--- src/rtl/ledseq_pkg.sv ---
// ----------------------------------------------------------------------------
// Package : ledseq_pkg
// Shared types and constants for the LED pattern sequencer.
// Rev     : 1.0
// ----------------------------------------------------------------------------
`default_nettype none

package ledseq_pkg;

  localparam int NLEDS = 8;

  localparam logic [7:0] LFSR_SEED = 8'h01;
  // Right-shifting Galois form of x^8+x^6+x^5+x^4+1
  localparam logic [7:0] LFSR_TAPS = 8'hB8;

  typedef enum logic [1:0] {
    MODE_SCAN    = 2'd0,
    MODE_CHASE_L = 2'd1,
    MODE_CHASE_R = 2'd2,
    MODE_BLINK   = 2'd3
  } mode_t;

  typedef enum logic [0:0] {
    ST_IDLE = 1'b0,
    ST_RUN  = 1'b1
  } state_t;

  function automatic int unsigned period_of(input int unsigned f_clk,
                                            input int unsigned f_evt);
    return f_clk / f_evt;
  endfunction

  function automatic logic [NLEDS-1:0] onehot(input logic [2:0] idx);
    return NLEDS'(1) << idx;
  endfunction

endpackage

`default_nettype wire

--- src/rtl/tick_divider.sv ---
// ----------------------------------------------------------------------------
// Module : tick_divider
// Free-running counter emitting a one-cycle strobe every PERIOD clocks.
// Rev    : 1.0
// ----------------------------------------------------------------------------
`default_nettype none

module tick_divider #(
  parameter int unsigned PERIOD = 4
) (
  input  logic clk,
  input  logic clear,
  output logic tick
);

  localparam int W = (PERIOD > 1) ? $clog2(PERIOD) : 1;
  localparam logic [W-1:0] LAST = W'(PERIOD - 1);

  logic [W-1:0] cnt;

  always_ff @(posedge clk) begin
    if (clear || cnt == LAST) cnt <= '0;
    else                      cnt <= cnt + W'(1);
  end

  assign tick = (cnt == LAST);

endmodule

`default_nettype wire

--- src/rtl/led_pattern_sequencer.sv ---
// ----------------------------------------------------------------------------
// Module : led_pattern_sequencer
// Step/fade/PWM strobes and per-LED turn-on triggers; define LEDSEQ_LFSR_EN
// to turn mode 3 into LFSR random sparkle instead of blink-all.
// Rev    : 1.0
// ----------------------------------------------------------------------------
`default_nettype none

module led_pattern_sequencer
  import ledseq_pkg::*;
#(
  parameter int unsigned FREQ_CLK  = 100_000_000,
  parameter int unsigned FREQ_STEP = 10,
  parameter int unsigned FREQ_FADE = 1000,
  parameter int unsigned FREQ_PWM  = 32'(64'(25) * 64'(FREQ_CLK) / 64'd128),
  parameter int unsigned CNT_W     = 27
) (
  input  logic             clk,
  input  logic             rst,
  input  logic             run,
  input  logic [1:0]       speed_sel,
  input  logic [1:0]       mode_in,
  input  logic             mode_req,
  output logic             mode_busy,
  output logic             mode_ack,
  output logic [NLEDS-1:0] trig,
  output logic [2:0]       pos,
  output logic             fade_tick,
  output logic             pwm_tick
);

  localparam logic [CNT_W-1:0] BASE_PERIOD = CNT_W'(period_of(FREQ_CLK, FREQ_STEP));

  tick_divider #(.PERIOD(period_of(FREQ_CLK, FREQ_FADE))) u_fade_div (
    .clk   (clk),
    .clear (rst),
    .tick  (fade_tick)
  );

  tick_divider #(.PERIOD(period_of(FREQ_CLK, FREQ_PWM))) u_pwm_div (
    .clk   (clk),
    .clear (rst),
    .tick  (pwm_tick)
  );

  state_t state, state_nxt;
  logic   running;

  always_ff @(posedge clk) begin
    if (rst) state <= ST_IDLE;
    else     state <= state_nxt;
  end

  always_comb begin
    state_nxt = state;
    case (state)
      ST_IDLE: if (run)  state_nxt = ST_RUN;
      ST_RUN:  if (!run) state_nxt = ST_IDLE;
      default:           state_nxt = ST_IDLE;
    endcase
  end

  always_comb begin
    running = (state == ST_RUN);
  end

  // Compare with >= so a faster speed_sel fires on the very next cycle
  logic [CNT_W-1:0] step_cnt;
  logic [CNT_W-1:0] step_period;
  logic             step_tick;

  assign step_period = BASE_PERIOD >> speed_sel;
  assign step_tick   = running && (step_cnt >= step_period - CNT_W'(1));

  always_ff @(posedge clk) begin
    if (rst || !running || !run || step_tick) step_cnt <= '0;
    else                                      step_cnt <= step_cnt + CNT_W'(1);
  end

`ifdef LEDSEQ_LFSR_EN
  logic [7:0] lfsr;
  logic [7:0] lfsr_nxt;

  assign lfsr_nxt = {1'b0, lfsr[7:1]} ^ (lfsr[0] ? LFSR_TAPS : 8'h00);

  always_ff @(posedge clk) begin
    if (rst)            lfsr <= LFSR_SEED;
    else if (step_tick) lfsr <= lfsr_nxt;
  end
`endif

  mode_t            mode, pend_mode, eff_mode;
  logic             dir_up, eff_up, up_nxt;
  logic [2:0]       eff_pos, pos_nxt;
  logic [NLEDS-1:0] trig_nxt;
  logic             apply;

  assign apply = step_tick && mode_busy;

  // A pending mode is applied first, so this step emits its first pattern
  always_comb begin
    eff_mode = mode;
    eff_pos  = pos;
    eff_up   = dir_up;
    if (apply) begin
      eff_mode = pend_mode;
      eff_pos  = (pend_mode == MODE_CHASE_R) ? 3'd7 : 3'd0;
      eff_up   = 1'b1;
    end
  end

  always_comb begin
    trig_nxt = '0;
    pos_nxt  = eff_pos;
    up_nxt   = eff_up;
    case (eff_mode)
      MODE_SCAN: begin
        trig_nxt = onehot(eff_pos);
        if (eff_up) begin
          if (eff_pos == 3'd7) begin
            up_nxt  = 1'b0;
            pos_nxt = 3'd6;
          end else begin
            pos_nxt = eff_pos + 3'd1;
          end
        end else begin
          if (eff_pos == 3'd0) begin
            up_nxt  = 1'b1;
            pos_nxt = 3'd1;
          end else begin
            pos_nxt = eff_pos - 3'd1;
          end
        end
      end
      MODE_CHASE_L: begin
        trig_nxt = onehot(eff_pos);
        pos_nxt  = eff_pos + 3'd1;
      end
      MODE_CHASE_R: begin
        trig_nxt = onehot(eff_pos);
        pos_nxt  = eff_pos - 3'd1;
      end
      default: begin
`ifdef LEDSEQ_LFSR_EN
        trig_nxt = onehot(lfsr_nxt[2:0]);
        pos_nxt  = lfsr_nxt[2:0];
`else
        trig_nxt = eff_pos[0] ? '0 : '1;
        pos_nxt  = {eff_pos[2:1], ~eff_pos[0]};
`endif
      end
    endcase
  end

  always_ff @(posedge clk) begin
    if (rst) begin
      trig      <= '0;
      pos       <= 3'd0;
      dir_up    <= 1'b1;
      mode      <= MODE_SCAN;
      pend_mode <= MODE_SCAN;
      mode_busy <= 1'b0;
      mode_ack  <= 1'b0;
    end else begin
      trig     <= '0;
      mode_ack <= 1'b0;
      if (step_tick) begin
        trig   <= trig_nxt;
        pos    <= pos_nxt;
        dir_up <= up_nxt;
        mode   <= eff_mode;
      end
      if (apply) begin
        mode_ack  <= 1'b1;
        mode_busy <= 1'b0;
      end else if (mode_req && !mode_busy) begin
        pend_mode <= mode_t'(mode_in);
        mode_busy <= 1'b1;
      end
    end
  end

endmodule

`default_nettype wire

--- config.mk ---
export PLATFORM = sky130hd
export DESIGN_NAME = led_pattern_sequencer
export DESIGN_NICKNAME = d
export VERILOG_FILES = /design/src/rtl/ledseq_pkg.sv /design/src/rtl/tick_divider.sv /design/src/rtl/led_pattern_sequencer.sv
export SDC_FILE = /design/constraint.sdc
export NUM_CORES = 1
export LEC_CHECK = 0
export CAP_MARGIN = 20
export CORE_AREA = 10 10 75 124
export DETAILED_ROUTE_END_ITERATION = 12
export DIE_AREA = 0 0 85 134
export PLACE_DENSITY = 0.75
export SYNTH_ARGS = -nofsm -noshare
export SYNTH_HDL_FRONTEND = slang
export SYNTH_HIERARCHICAL = 1
export SYNTH_SLANG_ARGS = --single-unit
--- constraint.sdc ---
create_clock -name clk -period 4.6 [get_ports clk]
set_clock_uncertainty 0.2 [all_clocks]
set_input_delay 0.92 -clock clk [delete_from_list [all_inputs] [get_ports clk]]
set_output_delay 0.92 -clock clk [all_outputs]
set_load 0.02 [all_outputs]
==> run metrics, run 1 <==
die height 134 um; crit path kind in -> reg; Synth Cell Area 0.00378 mm2; Mapped Avg Cell Area 8.95 um2; CP max stage delay 0.50 ns; crit share post-route 97.4%; peak supply drop 0.242 mV; die area 0.0114 mm2; Area Overhead vs Synth 27.9%; Antenna Cells 0; number of CTS-inserted buffers 9; port bufs 22; EDFF count, synth 0; FFs w/ async S/R, synth 0%; hold path cells 1; CTS tree yes; Vias 3225; per-cell routed wire length 15.2 um; min cycle time layout 4.48 ns; FF/Latch Area 0.00132 mm2; gpl congestion 0.871; max-slew violation count 0; TritonCTS Sinks 66; Ports 23; Reg clk slew, reported paths 0.06 ns; H-tree levels 3; CTS max path bufs 2; worst reg-to-reg setup slack 1.03 ns; worst-margin pin slew 0.526 ns; CP max FO 4; first-pass GRT wire length 14800 um; final core occ 66.9%; Reg2Reg Depth 13; Cell variety after synth 62; CTS root buf clkbuf_16; DP Wirelength 6760 um; Seq/Total Area, Yosys 34.9%; slowest stage cell, crit path mux4_2; # setup viols final 0; Worst Path Buf+Inv 2; Hold EP u_pwm_div/cnt[0]; Filler cells 566; vias in the first global route 3355; crit path launch type input port; FF-to-FF End pos[1]; synthesized flop and latch total 66; setup_tns 0 ns; Setup WS post-layout 0.121 ns; Global Route Usage Sum 15.9%; via/cell ratio 5.53; total power 0.00140 W; hold path start u_pwm_div/cnt[0]; most common flop cell mapped by yosys dfxtp_1; reg2reg start step_cnt[17]; largest net degree at the start of global routing 27; total gr overflow 0; num rows 41; antenna violations before repair 0; CP cell instances buf_12 > buf_8 > ha_1 > or3_1 > or4_4 > ha_4 > nor3_1 > o21ai_1 > o21a_2 > nor2_4 > mux2_4 > ha_4 > mux4_2 > nor3b_2 > o21ai_1 > a21oi_1; DRC Markers 0; status completed; DP Worst Slack -0.776 ns; nets 542; Multi-input gate area 0.00242 mm2; Crit path max-delay family simple AND/OR/NAND/NOR gates; Critical Path RT 4.66 ns; Routed Antenna Nets 0; Initial DRT Pass Iterations 4; cell area power density 289 mW/mm2; Worst slew margin 64.8%; crit path capture type flip-flop; RSZ-0062 raised after global routing yes; Die Span X 85 um; P_leak 1.92 nW; layout cells sized above 1 20.1%; Worst-Skew Late Latency 0.34 ns; final hold vios 0; WL final 8840 um; syn nets 473; Tightest Hold Check Type reg -> reg; Warnings, synthesis 6; FMAX 223 MHz; Crit path arrival time 4.54 ns; Core Box Area 0.00723 mm2; Initial Util 52.3%; Initial DRC Count 130; Cells after Synth 423; MaxCap Viol Count 0
logic make-up after synthesis:
group,after synthesis,synth area share [%]
muxes,15,4.73
DFF,66,34.9
other,1,0.0991
buffers and inverters,33,4.20
AOI/OAI and AO/OA,51,8.69
xor gates and xnor gates,36,8.33
and+or+nand+nor,179,25.2
adders and majority gates,42,13.9
registers in the layout (all words and copies together) (netlist names):
register	flops
step_cnt	27
mode_busy	1
pend_mode	2
mode_ack	1
trig	8
running	1
pos	3
u_fade_div/cnt	17
dir_up	1
mode	2
u_pwm_div/cnt	3
where the power goes:
part           total [W]  internal, W  switching [W]
sequential      0.000591     0.000581      0.0000101
clock           0.000684     0.000421       0.000263
combinational   0.000124    0.0000614      0.0000622
total            0.00140      0.00106       0.000335
Yosys cell counts (2+ instances only):
library cell  number  area, um2
nand4_1           11       68.8
dfxtp_1           66       1320
a211oi_1           2       15.0
nor2b_1            4       25.0
buf_2              4       20.0
xnor2_1           15        131
buf_6              4       45.0
a21oi_1           21        105
mux2_4             3       45.0
and3_1             5       31.3
nor4_1             6       37.5
and4_1             3       26.3
inv_1             23       86.3
xor2_1            21        184
o31ai_1            2       15.0
nand4bb_1          2       22.5
or3_1              4       25.0
or4_1              3       22.5
mux2i_1           10        100
nand2_1           25       93.8
a22oi_1            2       15.0
o211ai_1           2       15.0
ha_1              42        526
o21a_1             2       15.0
nor3_1             6       30.0
nor3b_1            2       15.0
nand4_2            2       25.0
o21ai_0            8       40.0
nor2_1            62        233
nand3_1           26        130
and2_1             4       25.0
cell usage in the layout, fill, tap and decap left out, drive strengths merged, types with 7 or more instances in the layout:
cell and count:
a21oi 22, ha 42, nand3 27, o21ai 10, mux2i 10, dfxtp 66, nand4 13, nand2 25
clkbuf 9, nor3 7, xnor2 15, xor2 21, clkdlybuf4s50 20, buf 47, nor4 7, nor2 63
inv 25
worst reg2reg max path, stage by stage, from the launching register on:
cell and delay [ns]:
dfxtp_1 0.47, ha_1 0.33, nand4_2 0.16, buf_4 0.13, nor2_1 0.04, a221oi_2 0.36
a21oi_4 0.11, nor2_4 0.17, mux2_4 0.35, ha_4 0.29, mux4_2 0.50, nor3b_2 0.18
o21ai_1 0.08, a21oi_1 0.13
routing by layer:
layer / wire, um / up-vias / GRT usage (%)
met5: 0 / - / 0
met4: 509 / 0 / 10.8
met3: 231 / 35 / 3.76
met2: 4920 / 57 / 29.9
met1: 3180 / 1517 / 14.3
li1: - / 1616 / -
stage by stage:
stage	instances	hold WS, ns	area, um2
finish	583	0.261	4840
global route	583	0.289	4840
CTS	581	0.263	4740
detailed placement	563	0.250	4420
global placement	563	0.238	4420
floorplan	423	0.227	3840
worst max path at each step:
stage | startpoint | to | depth (start not counted)
floorplan | speed_sel[0] | pos[1] | 17
global placement | speed_sel[1] | pos[1] | 17
detailed placement | speed_sel[1] | pos[1] | 17
CTS | speed_sel[1] | pos[1] | 17
global route | speed_sel[0] | pos[1] | 18
finish | speed_sel[0] | pos[1] | 16
layout make-up:
cell class / instances / area share, %
clock buffers: 9 / 4.65
flip-flops and latches: 66 / 27.3
clock inverters: 7 / 1.60
repair buffers: 67 / 12.3
inverters: 24 / 2.02
well taps: 86 / 2.22
multi-input cells: 324 / 50.0
what timing repair did:
action | 4_1_cts | 5_1_grt
buffers inserted | 2 | 2
resized for setup | 13 | 21
pin swaps | 10 | 12
hold buffers | 0 | 0
endpoints found under the hold margin | 0 | 0
setup endpoints to repair | 6 | 3
gates cloned | 0 | 0
Power figures use the tool's default switching activity.
==> inputs of run 2 (changes only) <==
- CAP_MARGIN: 20 -> unset
- PLACE_DENSITY: 0.75 -> 0.81
==> run metrics, run 2 (same netlist as run 1, synthesis figures left out) <==
status completed; WL final 9730 um (+10%); Routed Antenna Nets 0 (unchanged); reg2reg start step_cnt[14]; vias in the first global route 3583 (+6.8%); final hold vios 0 (unchanged); # setup viols final 0 (unchanged); Initial Util 52.3% (unchanged); Vias 3350 (+3.9%); layout cells sized above 1 21.7% (+1.6 points); min cycle time layout 4.47 ns (-0.0119 ns); Crit path arrival time 4.49 ns (-0.05 ns); die height 134 um (unchanged); Critical Path RT 4.62 ns (-0.04 ns); DR WL met2 5330 um (+8.2%); final core occ 67.4% (+0.45 points); CP cell instances buf_6 > buf_6 > ha_4 > nor4b_4 > nand3_2 > xnor2_2 > ha_4 > a21oi_4 > o21ai_2 > a221oi_2 > a21oi_4 > nor2_4 > mux2_4 > buf_4 > inv_2 > ha_2 > inv_1 > ha_1 > mux2i_1 > nor4_1 > a221o_1; max-slew violation count 0 (unchanged); Antenna Cells 0 (unchanged); crit path capture type flip-flop; Ports 23 (unchanged); Filler cells 507 (-10%); Tightest Hold Check Type reg -> reg; CP Launch Point speed_sel[0]; num rows 41 (unchanged); gpl congestion 0.919 (+5.6%); CTS tree yes; met1 wire length 3410 um (+7.4%); die area 0.0114 mm2 (unchanged); Global Route Usage Sum 16.9% (+0.95 points); CTS max path bufs 2 (unchanged); cell area power density 291 mW/mm2 (+0.60%); placed instance area 0.00442 mm2 (unchanged); Largest register FFs 27 (unchanged); worst reg-to-reg setup slack 1.03 ns (about the same); commonest cells after routing, fill and taps aside dfxtp_1, nor2_1, buf_4, ha_1, nand3_1; crit share post-route 97.1% (-0.26 points); first-pass GRT wire length 15900 um (+7.3%); antenna violations before repair 0 (unchanged); TritonCTS Sinks 66 (unchanged); H-tree levels 3 (unchanged); FF/Latch Area 0.00132 mm2 (unchanged); Reg2Reg Depth 16 (+3); DRC Markers 0 (unchanged); Crit path max-delay family compound AO/OA/AOI/OAI gates; DP Wirelength 6840 um (+1.2%); wire length on met3 353 um (+53%); CTS Hold Bufs 0 (unchanged); Worst Path Buf+Inv 5 (+3); top flop regs step_cnt: 27 flops, u_fade_div/cnt: 17 flops, trig: 8 flops; Reg clk slew, reported paths 0.06 ns (about the same); nets 542 (unchanged); total gr overflow 0 (unchanged); Area Overhead vs Synth 28.8%; Initial DRT Pass Iterations 4 (unchanged); Worst-Skew Late Latency 0.34 ns (about the same); Levels on crit path 21 (+5); FMAX 224 MHz (+0.27%); Reg with most FFs step_cnt; CP max stage delay 0.35 ns (-0.15 ns); number of CTS-inserted buffers 9 (unchanged); worst-margin pin slew 0.543 ns (+0.0169 ns); crit path launch type input port; via/cell ratio 5.75 (+3.9%); CTS root buf clkbuf_16; top sig layer met4; Die Span X 85 um (unchanged); peak supply drop 0.299 mV (+24%); CP max FO 3 (-1); worst setup path end pos[2]; MaxCap Viol Count 0 (unchanged); Initial DRC Count 188 (+45%); Multi-input gate area 0.00246 mm2 (+1.8%); port bufs 22 (unchanged); largest net degree at the start of global routing 27 (unchanged); Worst slew margin 63.7% (-1.1 points); post-route design area 0.00487 mm2 (+0.67%); P_leak 1.96 nW (+1.7%); per-cell routed wire length 16.7 um (+10%); crit path kind in -> reg; slowest stage cell, crit path a221oi_2; Core Box Area 0.00723 mm2 (unchanged); commonest non-fill, non-tap cell in the layout dfxtp_1; FF-to-FF End pos[2]
## run 2: routing by layer
metal | vias up | track usage (%)
li1 | 1620 | -
met1 | 1583 | 15.0
met2 | 100 | 31.5
met3 | 47 | 2.91
met4 | 0 | 13.9
met5 | - | 0
## run 2: area by class of cell
| class | count | area share [%] |
|---|---|---|
| Clock inverter | 7 | 1.54 |
| Timing Repair Buffer | 67 | 12.1 |
| Multi-Input combinational cell | 324 | 50.5 |
| Inverter | 24 | 1.90 |
| Tap cell | 86 | 2.21 |
| Clock buffer | 9 | 4.62 |
| Sequential cell | 66 | 27.1 |
## run 2: worst min path at each step
| stage | from | endpoint | slack (ns) | depth (start not counted) |
|---|---|---|---|---|
| after floorplan | u_pwm_div/cnt[0] | u_pwm_div/cnt[0] | 0.23 | 1 |
| after global placement | u_fade_div/cnt[0] | u_fade_div/cnt[0] | 0.24 | 1 |
| after detailed placement | step_cnt[0] | step_cnt[0] | 0.25 | 1 |
| after CTS | u_pwm_div/cnt[0] | u_pwm_div/cnt[0] | 0.26 | 1 |
| after global routing | u_pwm_div/cnt[0] | u_pwm_div/cnt[0] | 0.28 | 1 |
| final | u_pwm_div/cnt[0] | u_pwm_div/cnt[0] | 0.26 | 1 |
## run 2: timing repair
item | in CTS | in global routing
setup buffers | 3 | 2
gates resized for setup | 20 | 16
pin swaps | 14 | 12
gates cloned | 0 | 0
endpoints found under the setup margin | 11 | 4
## run 2: where the power goes
part / switching [W] / leakage (nW) / internal (W)
Sequential: 0.0000110 / 0.534 / 0.000580
Combinational: 0.0000677 / 1.27 / 0.0000650
Clock: 0.000269 / 0.150 / 0.000423
## run 2: worst register-to-register path, cell delays in order (launching register included)
cell     delay (ns)
dfxtp_1        0.42
ha_1           0.29
buf_4          0.15
a21oi_1        0.15
o21ai_0        0.15
a22oi_1        0.32
a21oi_4        0.11
nor2_4         0.18
mux2_4         0.36
buf_4          0.15
inv_2          0.06
ha_2           0.18
inv_1          0.05
ha_1           0.18
mux2i_1        0.16
nor4_1         0.08
a221o_1        0.28
## run 2: through the flow
stage,setup TNS (ns),instances,total power (W),hold slack (ns),setup slack (ns)
floorplan,-0.0384,423,0.000666,0.227,-0.0384
global placement,-3.10,563,0.000713,0.239,-0.570
detailed placement,-4.95,563,0.000720,0.254,-0.743
CTS,0,582,0.00141,0.264,0.0118
global route,-0.130,583,0.00145,0.285,-0.0668
finish,0,583,0.00142,0.262,0.133
==> inputs of run 3 (changes only) <==
- CORE_AREA: 10 10 75 124 -> 10 10 74 123
- DIE_AREA: 0 0 85 134 -> 0 0 84 133
- PLACE_DENSITY: 0.81 -> 0.79
- SYNTH_HIERARCHICAL: 1 -> unset
==> run metrics, run 3 <==
reg2reg start step_cnt[12]; Routed Antenna Nets 0 (unchanged); max-slew violation count 0 (unchanged); Vias 3060 (-8.7%); Seq/Total Area, Yosys 36.5% (+1.6 points); per-cell routed wire length 14.4 um (-14%); DRC Markers 0 (unchanged); largest net degree at the start of global routing 27 (unchanged); TritonCTS Sinks 66 (unchanged); # setup viols final 0 (unchanged); Global Route Usage Sum 14.8% (-2.1 points); Warnings, synthesis 0 (-6); # placed instances 549 (-2.5%); FFs w/ async S/R, synth 0% (unchanged); Initial DRT Pass Iterations 5 (+1); Cells after Synth 413 (-2.4%); Worst slew margin 61.7% (-2.0 points); most area-hungry cell type in the Yosys netlist dfxtp_1; Core Box Area 0.00708 mm2 (-2.1%); top flop regs step_cnt: 27 flops, u_fade_div.cnt: 17 flops, trig: 8 flops; min cycle time layout 4.42 ns (-0.0444 ns); status completed; crit share post-route 96.2% (-0.96 points); die area 0.0112 mm2 (-1.9%); final core occ 63.6% (-3.7 points); layout cells sized above 1 16.3% (-5.4 points); syn nets 463 (-2.1%); Crit path arrival time 4.45 ns (-0.04 ns); vias in the first global route 3170 (-12%); num rows 41 (unchanged); CTS root buf clkbuf_16; Mapped Avg Cell Area 8.76 um2 (-2.1%); final hold vios 0 (unchanged); DP Wirelength 6200 um (-9.5%); Initial Util 51.1% (-1.2 points); MaxCap Viol Count 0 (unchanged); final std cells w/o fill 565 (-3.1%); FF/Latch Area 0.00132 mm2 (unchanged); commonest cells after routing, fill and taps aside nor2_1, dfxtp_1, ha_1, buf_4, nand2_1; Cell variety after synth 58 (-6.5%); Initial DRC Count 152 (-19%); via/cell ratio 5.42 (-5.7%); Multi-input gate area 0.00221 mm2 (-10%); gpl congestion 0.941 (+2.4%); Net Switching 0.000328 W (-5.8%); crit path kind in -> reg; cell area power density 298 mW/mm2 (+2.5%); Reg with most FFs step_cnt; Tightest Hold Check Type reg -> reg; number of CTS-inserted buffers 9 (unchanged); commonest non-fill, non-tap cell in the layout nor2_1; FMAX 226 MHz (+1.0%); switching share of total power 24.4% (-0.13 points); Critical Path RT 4.62 ns (about the same); CP Launch Point speed_sel[0]; antenna violations before repair 0 (unchanged); Die Span X 84 um (-1.2%); CTS Hold Bufs 0 (unchanged); Ports 23 (unchanged); H-tree levels 3 (unchanged); worst-margin pin slew 0.573 ns (+0.0299 ns); most common flop cell mapped by yosys dfxtp_1; sequential share of power 44.0% (+2.2 points); Worst-Skew Late Latency 0.33 ns (about the same); synthesized flop and latch total 66 (unchanged); CP max FO 4 (+1); crit path launch type input port; share of the synthesized area in the top cell type 36.5% (+1.6 points); synth top area cells dfxtp_1, ha_1, nor2_1; hold path start u_fade_div.cnt[0]; die height 133 um (-0.75%); peak supply drop 0.223 mV (-25%); Reg clk slew, reported paths 0.05 ns (about the same); Synth Cell Area 0.00362 mm2 (-4.4%); clock power share 47.6% (-1.3 points); port bufs 22 (unchanged); most frequently used cell type in the post-synthesis netlist nor2_1; Comb pwr share 8.4% (-1.0 points); Largest register FFs 27 (unchanged); Area Overhead vs Synth 24.5%; WL final 8140 um (-16%); total gr overflow 0 (unchanged); nets 524 (-3.3%); CTS max path bufs 2 (unchanged); first-pass GRT wire length 13800 um (-13%); Post-synth top cells nor2_1, dfxtp_1, ha_1; RSZ-0062 raised after global routing no; EDFF count, synth 0 (unchanged); Filler cells 583 (+15%); P_leak 1.84 nW (-5.7%); crit path capture type flip-flop; Internal Power 0.00101 W (-5.1%); CTS tree yes; Antenna Cells 0 (unchanged)
[run 3: cell types whose count changed after synthesis, moves of 4 or more]
cell     previous run  this run
nor2_1             62        79
a21oi_1            21        17
nand3_1            26        18
a21o_1              0         7
nor4_1              6         1
inv_1              23        27
nand2_1            25        29
mux2i_1            10         3
[run 3: per-stage QoR]
step | total power (W) | setup WS (ns) | cell area (um2) | TNS (ns) | hold slack [ns]
final | 0.00134 | 0.177 | 4500 | 0 | 0.258
after global routing | 0.00139 | 0.00360 | 4500 | 0 | 0.287
after CTS | 0.00135 | 0.141 | 4500 | 0 | 0.263
after detailed placement | 0.000710 | -0.406 | 4170 | -1.25 | 0.250
after global placement | 0.000705 | -0.281 | 4170 | -0.736 | 0.238
after floorplan | 0.000662 | 0.110 | 3630 | 0 | 0.227
[run 3: what timing repair did]
item / CTS / global route
gates cloned: 0 / 0
endpoints found under the setup margin: 2 / 2
resized for setup: 16 / 0
buffers inserted: 0 / 0
hold endpoints to repair: 0 / 0
pin swaps: 4 / 4
[run 3: final timing paths]
path | endpoint | slack [ns] | cells after the start
worst max-delay path | pos[1] | 0.18 | 21
worst min-delay path | u_fade_div.cnt[0] | 0.26 | 1
worst max register to register | pos[1] | 1.05 | 16
worst min register to register | u_fade_div.cnt[0] | 0.26 | 1
[run 3: final cells by class]
cell class                 count  area share [%]
multi-input combinational    313            49.0
inverter                      27            2.25
clock buffer                  10            5.31
sequential                    66            29.3
clock inverter                 6           0.917
tap                           86            2.39
timing repair buffer          57            10.8
[run 3: power groups by stage]
stage,Sequential [W],Clock (W),Combinational [W]
3_3_place_gp,0.000602,0,0.000103
5_1_grt,0.000591,0.000674,0.000125
2_1_floorplan,0.000602,0,0.0000594
3_5_place_dp,0.000602,0,0.000108
4_1_cts,0.000590,0.000652,0.000112
6_report,0.000591,0.000639,0.000112
[run 3: critical path: stages]
cell and delay [ns]:
dlygate4sd2_1 0.26, inv_2 0.08, buf_4 0.11, ha_1 0.14, inv_1 0.08, ha_1 0.30
nand4_1 0.15, nor4_2 0.30, o21ai_1 0.15, a31oi_4 0.21, o211ai_4 0.11, or3_4 0.38
nand2_4 0.09, ha_1 0.22, ha_1 0.20, nor2_1 0.07, nand2_1 0.07, o21ai_0 0.09
a22oi_1 0.16, a21oi_1 0.09, o32ai_1 0.25
[run 3: metal layers]
layer	vias up	track usage [%]	wire, um	share of wire, %
met4	0	8.88	350	4.3
met2	68	28.1	4490	55
li1	1531	-	-	-
met3	29	4.43	357	4.4
met5	-	0	0	0
met1	1432	13.1	2940	36
[run 3: cell families after synthesis]
| group | Yosys count | synth area share (%) |
|---|---|---|
| multiplexers | 6 | 1.76 |
| AND/OR/NAND/NOR | 173 | 23.3 |
| buffers and inverters | 34 | 4.08 |
| adder cells (fa/ha/maj) | 42 | 14.5 |
| other | 1 | 0.104 |
| AO/OA/AOI/OAI | 53 | 10.5 |
| XOR/XNOR | 38 | 9.20 |
| flip-flops | 66 | 36.5 |
